==> config.mk <==
export PLATFORM = sky130hd
export DESIGN_NAME = multiword_add_seq
export DESIGN_NICKNAME = d
export VERILOG_FILES = /design/src/rtl/multiword_add_seq.sv
export SDC_FILE = /design/constraint.sdc
export NUM_CORES = 1
export LEC_CHECK = 0
export ABC_AREA = 1
export ABC_CLOCK_PERIOD_IN_PS = 5000
export BUFFER_PORTS_ARGS = -buffer_cell sky130_fd_sc_hd__buf_2
export CORE_UTILIZATION = 50
export CTS_BUF_LIST = sky130_fd_sc_hd__clkbuf_2
export DETAILED_ROUTE_END_ITERATION = 12
export PLACE_DENSITY = 0.83
export SLEW_MARGIN = 10
export SYNTH_ARGS = -nofsm -noshare
export SYNTH_HDL_FRONTEND = slang
export SYNTH_SLANG_ARGS = --single-unit
==> constraint.sdc <==
create_clock -name clk -period 5 [get_ports clk]
set_input_delay 0.5 -clock clk [delete_from_list [all_inputs] [get_ports clk]]
set_output_delay 0.5 -clock clk [all_outputs]
set_load 0.01 [all_outputs]
==> src/rtl/multiword_add_seq.sv <==
// Multi-cycle adder: OPW-bit add processed one CHUNK_WIDTH chunk per clock through a shared adder.
// Optional subtract command enabled by defining MULTIWORD_ADD_SEQ_SUB_EN.
`timescale 1ns/1ps

module multiword_add_seq_adder #(
   parameter int WIDTH     = 4,
   parameter int ALGORITHM = 0   // 0 ripple-carry, 1 carry-look-ahead (WIDTH multiple of 4)
) (
   input  logic [WIDTH-1:0] a,
   input  logic [WIDTH-1:0] b,
   input  logic             ci,
   output logic [WIDTH-1:0] s,
   output logic             co
);

   generate
      if (ALGORITHM == 1) begin : g_cla
         logic       c;
         logic [3:0] g;
         logic [3:0] p;
         logic [3:0] cv;

         // Carries inside each 4-bit group come from lookahead terms; groups chain their carry.
         always_comb begin
            c  = ci;
            s  = '0;
            g  = '0;
            p  = '0;
            cv = '0;
            for (int grp = 0; grp < WIDTH / 4; grp++) begin
               g     = a[grp*4 +: 4] & b[grp*4 +: 4];
               p     = a[grp*4 +: 4] ^ b[grp*4 +: 4];
               cv[0] = c;
               cv[1] = g[0] | (p[0] & c);
               cv[2] = g[1] | (p[1] & g[0]) | (p[1] & p[0] & c);
               cv[3] = g[2] | (p[2] & g[1]) | (p[2] & p[1] & g[0]) | (p[2] & p[1] & p[0] & c);
               c     = g[3] | (p[3] & g[2]) | (p[3] & p[2] & g[1]) | (p[3] & p[2] & p[1] & g[0])
                     | (p[3] & p[2] & p[1] & p[0] & c);
               s[grp*4 +: 4] = p ^ cv;
            end
            co = c;
         end
      end else begin : g_ripple
         logic c;

         // NOTE: blocking assignments in always_comb let c carry the ripple from bit to bit;
         // every output is given a value before the loop so no latch is inferred.
         always_comb begin
            c = ci;
            s = '0;
            for (int i = 0; i < WIDTH; i++) begin
               s[i] = a[i] ^ b[i] ^ c;
               c    = (a[i] & b[i]) | (c & (a[i] ^ b[i]));
            end
            co = c;
         end
      end
   endgenerate

endmodule

module multiword_add_seq #(
   parameter int CHUNK_WIDTH = 4,
   parameter int NUM_CHUNKS  = 4,
   parameter int ALGORITHM   = 0,
   parameter int OPW         = CHUNK_WIDTH * NUM_CHUNKS
) (
   input  logic           clk,
   input  logic           rst,
   input  logic           in_valid,
   output logic           in_ready,
   input  logic [OPW-1:0] in0,
   input  logic [OPW-1:0] in1,
   input  logic           cin,
`ifdef MULTIWORD_ADD_SEQ_SUB_EN
   input  logic           sub,
`endif
   output logic           out_valid,
   input  logic           out_ready,
   output logic [OPW-1:0] sum,
   output logic           cout,
   output logic           busy
);

   localparam int CNT_W = (NUM_CHUNKS > 1) ? $clog2(NUM_CHUNKS) : 1;
   localparam logic [CNT_W-1:0] LAST = CNT_W'(NUM_CHUNKS - 1);

   typedef enum logic [1:0] {IDLE, RUN, DONE} state_t;

   state_t                   state;
   logic [CNT_W-1:0]         cnt;
   logic                     carry;
   logic [OPW-1:0]           op_a;
   logic [OPW-1:0]           op_b;
   logic [CHUNK_WIDTH-1:0]   add_s;
   logic                     add_co;
   logic                     accept;
   logic [OPW-1:0]           b_load;
   logic                     cin_load;

   assign accept = in_valid & in_ready;

`ifdef MULTIWORD_ADD_SEQ_SUB_EN
   // Subtraction is a + ~b + 1; cout = 1 then means no borrow.
   assign b_load   = sub ? ~in1 : in1;
   assign cin_load = sub | cin;
`else
   assign b_load   = in1;
   assign cin_load = cin;
`endif

   multiword_add_seq_adder #(
      .WIDTH     (CHUNK_WIDTH),
      .ALGORITHM (ALGORITHM)
   ) u_adder (
      .a  (op_a[cnt*CHUNK_WIDTH +: CHUNK_WIDTH]),
      .b  (op_b[cnt*CHUNK_WIDTH +: CHUNK_WIDTH]),
      .ci (carry),
      .s  (add_s),
      .co (add_co)
   );

   // NOTE: operand registers carry no reset; they are only read after an accept reloads them.
   always_ff @(posedge clk) begin
      if (accept) begin
         op_a <= in0;
         op_b <= b_load;
      end
   end

   // The carry register holds cin for chunk 0 and the previous chunk's carry-out after that.
   always_ff @(posedge clk) begin
      if (rst) begin
         state     <= IDLE;
         cnt       <= '0;
         carry     <= 1'b0;
         sum       <= '0;
         cout      <= 1'b0;
         out_valid <= 1'b0;
         in_ready  <= 1'b1;
         busy      <= 1'b0;
      end else begin
         case (state)
            IDLE: begin
               if (accept) begin
                  carry    <= cin_load;
                  cnt      <= '0;
                  state    <= RUN;
                  in_ready <= 1'b0;
                  busy     <= 1'b1;
               end
            end
            RUN: begin
               sum[cnt*CHUNK_WIDTH +: CHUNK_WIDTH] <= add_s;
               carry <= add_co;
               cnt   <= cnt + 1'b1;
               if (cnt == LAST) begin
                  cnt       <= '0;
                  cout      <= add_co;
                  out_valid <= 1'b1;
                  state     <= DONE;
               end
            end
            DONE: begin
               if (out_ready) begin
                  out_valid <= 1'b0;
                  in_ready  <= 1'b1;
                  busy      <= 1'b0;
                  state     <= IDLE;
               end
            end
            default: begin
               state     <= IDLE;
               out_valid <= 1'b0;
               in_ready  <= 1'b1;
               busy      <= 1'b0;
            end
         endcase
      end
   end

endmodule

# After elaboration in Yosys (flattened, before gate mapping)
# Cells that the tools add are included.
# classes
add_sub_neg	2
eq_ne	6
shift	4
muxes	18
n_bitwise	23
reduce_logical	7
# ops
operator	n
$neg A4 Y34	1
$shift A4 B34 Y16 const A	1
$shiftx A4 B34 Y16	1
$shiftx A16 B5 Y4	2
$bwmux W16	1
$mux W2	5
$and A1 B1 Y1	9
$pmux W1 S3	3
$reduce_and A3 Y1	3
$xor A1 B1 Y1	8
$mux W1	6
$ne A2 B2 Y1 const B	3
$pmux W2 S3	1
$eq A2 B2 Y1 const B	2
$or A1 B1 Y1	4
$pmux W2 S2	1
$reduce_and A2 Y1	2
$add A2 B1 Y2 const B	1
$eq A2 B1 Y1 const B	1
$logic_not A2 Y1	1
$not A1 Y1	2
$pmux W1 S2	1
$reduce_bool A2 Y1	1
# totals
regBits	57
input_bits	37
elab_cells	70

# Depth between registers and ports, before layout
# depth
depth_word	11
mapped_depth	13
ltp_nobuf	12

# By module
# A second synthesis with hierarchy kept.
# unflattened
hier_cells	245
hier_area_um2	2436.1
# modules_own_cells
mod	instances	cells_each	area_each_um2	seq_area_each_um2
multiword_add_seq	1	231	2318.5	1461.4
multiword_add_seq_adder	1	14	117.6	0.0

# Worst setup path after synthesis
# OpenSTA, ideal clock, no wires.
# synth_path
path_kind	register to register
from	register cnt[0]
to	register sum[3]
setup_ns	0.128
t_arrival_ns	2.669
setup_slack_ns	2.203
stages_incl_launch_ff	14
n_path_buf	2
cell_sequence	dfxtp_1 buf_2 buf_2 nor2_1 o22a_1 fa_1 fa_1 inv_1 fa_1 fa_1 nand3_1 nor2_1 a21oi_1 nor2_1
# synth_via
elab_chain_cells	11
# synth_lines
element	line	text
start, declared	91	logic [CNT_W-1:0] cnt;
start signal, assigned	156	cnt <= cnt + 1'b1;
$shiftx A16 B5 Y4 (on tied branches)	116, 117	
$xor A1 B1 Y1	52, 53	
$and A1 B1 Y1	53	c = (a[i] & b[i]) | (c & (a[i] ^ b[i]));
$or A1 B1 Y1	53	
$and A1 B1 Y1	53	
$or A1 B1 Y1	53	
$and A1 B1 Y1	53	
$or A1 B1 Y1	53	
$xor A1 B1 Y1	52	s[i] = a[i] ^ b[i] ^ c;
$shiftx A4 B34 Y16	154	sum[cnt*CHUNK_WIDTH +: CHUNK_WIDTH] <= add_s;
$bwmux W16 (*)	154	
end signal, assigned by index	154	
end, declared	80	output logic [OPW-1:0] sum,
# Every way passes the cells marked *; elsewhere a longest branch is shown, timed or not.
# A chain may end at the register's enable or synchronous reset.

# Final worst setup path
# layout_path
from	register cnt[0]
to	register sum[7]
# Same word-level chain as after synthesis.

==> metrics.md <==
| Metric | Value |
|---|---|
| Outcome | `finished clean` |
| Layout area overhead | `16.8%` |
| Worst Setup Path Type | `reg2reg` |
| Crit-path max FO | `24` |
| Post-route ant nets | `0` |
| Seq/Total Area, Yosys | `0.604` |
| Max Clock Skew | `0.0320 ns` |
| Worst path arrival time | `3.96 ns` |
| Commonest non-fill, non-tap cell in the layout | `buf_2` |
| Initial Util | `0.538` |
| Ys Warns | `0` |
| Placed Cells | `336` |
| Die height | `71.6 µm` |
| Cell leakage power | `1.20 nW` |
| DR vias | `1816` |
| Placeable core region | `0.00450 mm²` |
| Period utilization | `0.713` |
| Clock transition at path regs | `0.17 ns` |
| # rows | `24` |
| # IOs | `57` |
| Total Routing Usage GR | `0.188` |
| H-Tree Depth | `3` |
| Fmax | `280 MHz` |
| Syn_area_per_cell | `10.2 µm²` |
| Max Cap Viol | `0` |
| Clock Tree Root | `clkbuf_2` |
| Post-CTS Repair Setup Buffers | `0` |
| Yosys reg bits | `57` |
| GPL Wtd Cong | `0.817` |
| Area of the die | `0.00512 mm²` |
| Via-to-Cell Ratio | `5.16` |
| Detailed placer's ending HPWL | `3200 µm` |
| Initial antenna violation count | `0` |
| Antenna diodes | `0` |
| Hold Fails Final Rpt | `0` |
| Min-Delay Path Class | `in2reg` |
| Fillcell total | `377` |
| CP endpoint kind | `register` |
| Most frequent cells in the layout | `buf_2 (56), edfxtp_1 (32), nor2_1 (31)` |
| Number of CTS-inserted buffers | `9` |
| Sink Count | `57` |
| Post-Syn Instances | `237` |
| Crit path launch type | `register` |
| First-pass GRT wire length | `7110 µm` |
| Vias in the first global route | `1696` |
| Worst-Margin Slew | `1.04 ns` |
| CTS max path bufs | `2` |
| RSZ-0062 raised after global routing | `no` |
| Pins Over Slew Limit | `0` |
| PD cells | `352 mW/mm²` |
| Post_cts resized | `0` |
| # nets final | `342` |
| Final setup vio count | `0` |
| Share of cells above drive strength 1 | `0.260` |
| Syn Nets | `284` |
| Global route overflow | `0` |
| Worst skew pair latency | `0.47 ns` |
| WL per Instance | `12.7 µm` |
| Tmin final | `3.57 ns` |
| Die W | `71.6 µm` |
| Non-Filler Instances | `352` |
| Hold buffers post-CTS | `0` |
| DRT Pass-1 Iters | `4` |
| Post-route setup TNS | `0 ns` |
| Post-route DRC violation count | `0` |
| Core Util, Final | `0.628` |
| Max-Slew Margin vs Limit | `0.300` |
| Post-synth cell types | `22` |
| DR iter-0 viols | `91` |
| Worst VDD drop | `0.214 mV` |
| Post-Syn Area | `0.00242 mm²` |
| Largest net degree at the start of global routing | `34` |
| Required @ worst endpoint | `5.40 ns` |
| Total wire length | `4450 µm` |
| CTS tree | `done` |
| PortBufs | `56` |
## critical path: stages (launching register included)
cell and delay, ns:
dfxtp_1 0.82, inv_1 0.51, o21ai_0 0.28, o22a_1 0.17, fa_1 0.19, fa_1 0.18, inv_1 0.05, fa_1 0.38
fa_1 0.52, inv_1 0.07, nor3_2 0.13, nand2_1 0.07, a21oi_1 0.13
## final cells by class
| cell class | instances | area [µm²] | area share |
|---|---|---|---|
| repair buffers | 56 | 280 | 0.0991 |
| clock buffers | 11 | 55.1 | 0.0195 |
| inverters | 21 | 78.8 | 0.0279 |
| flip-flops and latches | 57 | 1460 | 0.517 |
| clock inverters | 5 | 47.5 | 0.0168 |
| multi-input cells | 150 | 840 | 0.297 |
| well taps | 52 | 65.1 | 0.0230 |
## cells in the mapped netlist
| library cell | count | area [µm²] |
|---|---|---|
| nor3_1 | 3 | 15.0 |
| o22a_1 | 4 | 35.0 |
| fa_1 | 4 | 80.1 |
| inv_2 | 1 | 3.75 |
| a21oi_1 | 23 | 115 |
| nand3_1 | 8 | 40.0 |
| clkbuf_1 | 3 | 11.3 |
| ha_1 | 6 | 75.1 |
| nand3b_1 | 3 | 22.5 |
| edfxtp_1 | 32 | 961 |
| o22ai_1 | 4 | 25.0 |
| o21ai_0 | 27 | 135 |
| nor3_2 | 1 | 10.0 |
| buf_2 | 5 | 25.0 |
| clkbuf_2 | 1 | 5.00 |
| nor2_4 | 3 | 33.8 |
| nand2_2 | 2 | 12.5 |
| inv_1 | 20 | 75.1 |
| dfxtp_1 | 25 | 500 |
| nand2_4 | 1 | 11.3 |
| nor2_1 | 31 | 116 |
| nand2_1 | 30 | 113 |
## routing by layer
layer | GRT usage | wire, µm | up-vias | part of all wire
met3 | 0.0844 | 266 | 6 | 0.060
met1 | 0.211 | 1950 | 824 | 0.44
met5 | 0 | 0 | - | 0
li1 | - | - | 920 | -
met4 | 0.0763 | 42 | 0 | 0.0094
met2 | 0.314 | 2200 | 66 | 0.49
## sequential cells by signal, summed over array words and instances, names as in the netlist
register,cells
out_valid,1
op_b,16
cnt,2
sum,16
carry,1
state,2
cout,1
in_ready,1
op_a,16
busy,1
## cells by family after synthesis
| kind of cell | synth area share |
|---|---|
| AO/OA/AOI/OAI | 0.128 |
| adder cells (fa/ha/maj) | 0.0641 |
| buffers and inverters | 0.0496 |
| AND/OR/NAND/NOR | 0.155 |
| flip-flops | 0.604 |
## metrics by stage
stage	hold WS [ns]	power, mW	instance area, µm²	worst slack, ns
6_report	0.184	0.995	2830	1.43
5_1_grt	0.118	1.05	2830	1.15
4_1_cts	0.145	1.00	2830	1.44
3_5_place_dp	0.431	0.732	2730	1.47
3_3_place_gp	0.430	0.726	2730	1.64
2_1_floorplan	0.465	0.680	2420	2.20
## power breakdown
group | leakage, nW | switching (mW) | internal (mW) | total, mW
combinational | 0.620 | 0.106 | 0.0670 | 0.173
sequential | 0.509 | 0.0171 | 0.530 | 0.547
clock | 0.0708 | 0.159 | 0.115 | 0.274
## worst paths after layout
| kind | start | to | slack, ns | cells past startpoint |
|---|---|---|---|---|
| hold / removal | in0[2] | op_a[2] | 0.18 | 1 |
| hold reg to reg | sum[0] | sum[0] | 0.45 | 2 |
| setup / recovery | cnt[0] | sum[7] | 1.43 | 12 |
| setup reg to reg | cnt[0] | sum[7] | 1.43 | 12 |
Note: power is estimated with default switching activity, not from simulation.
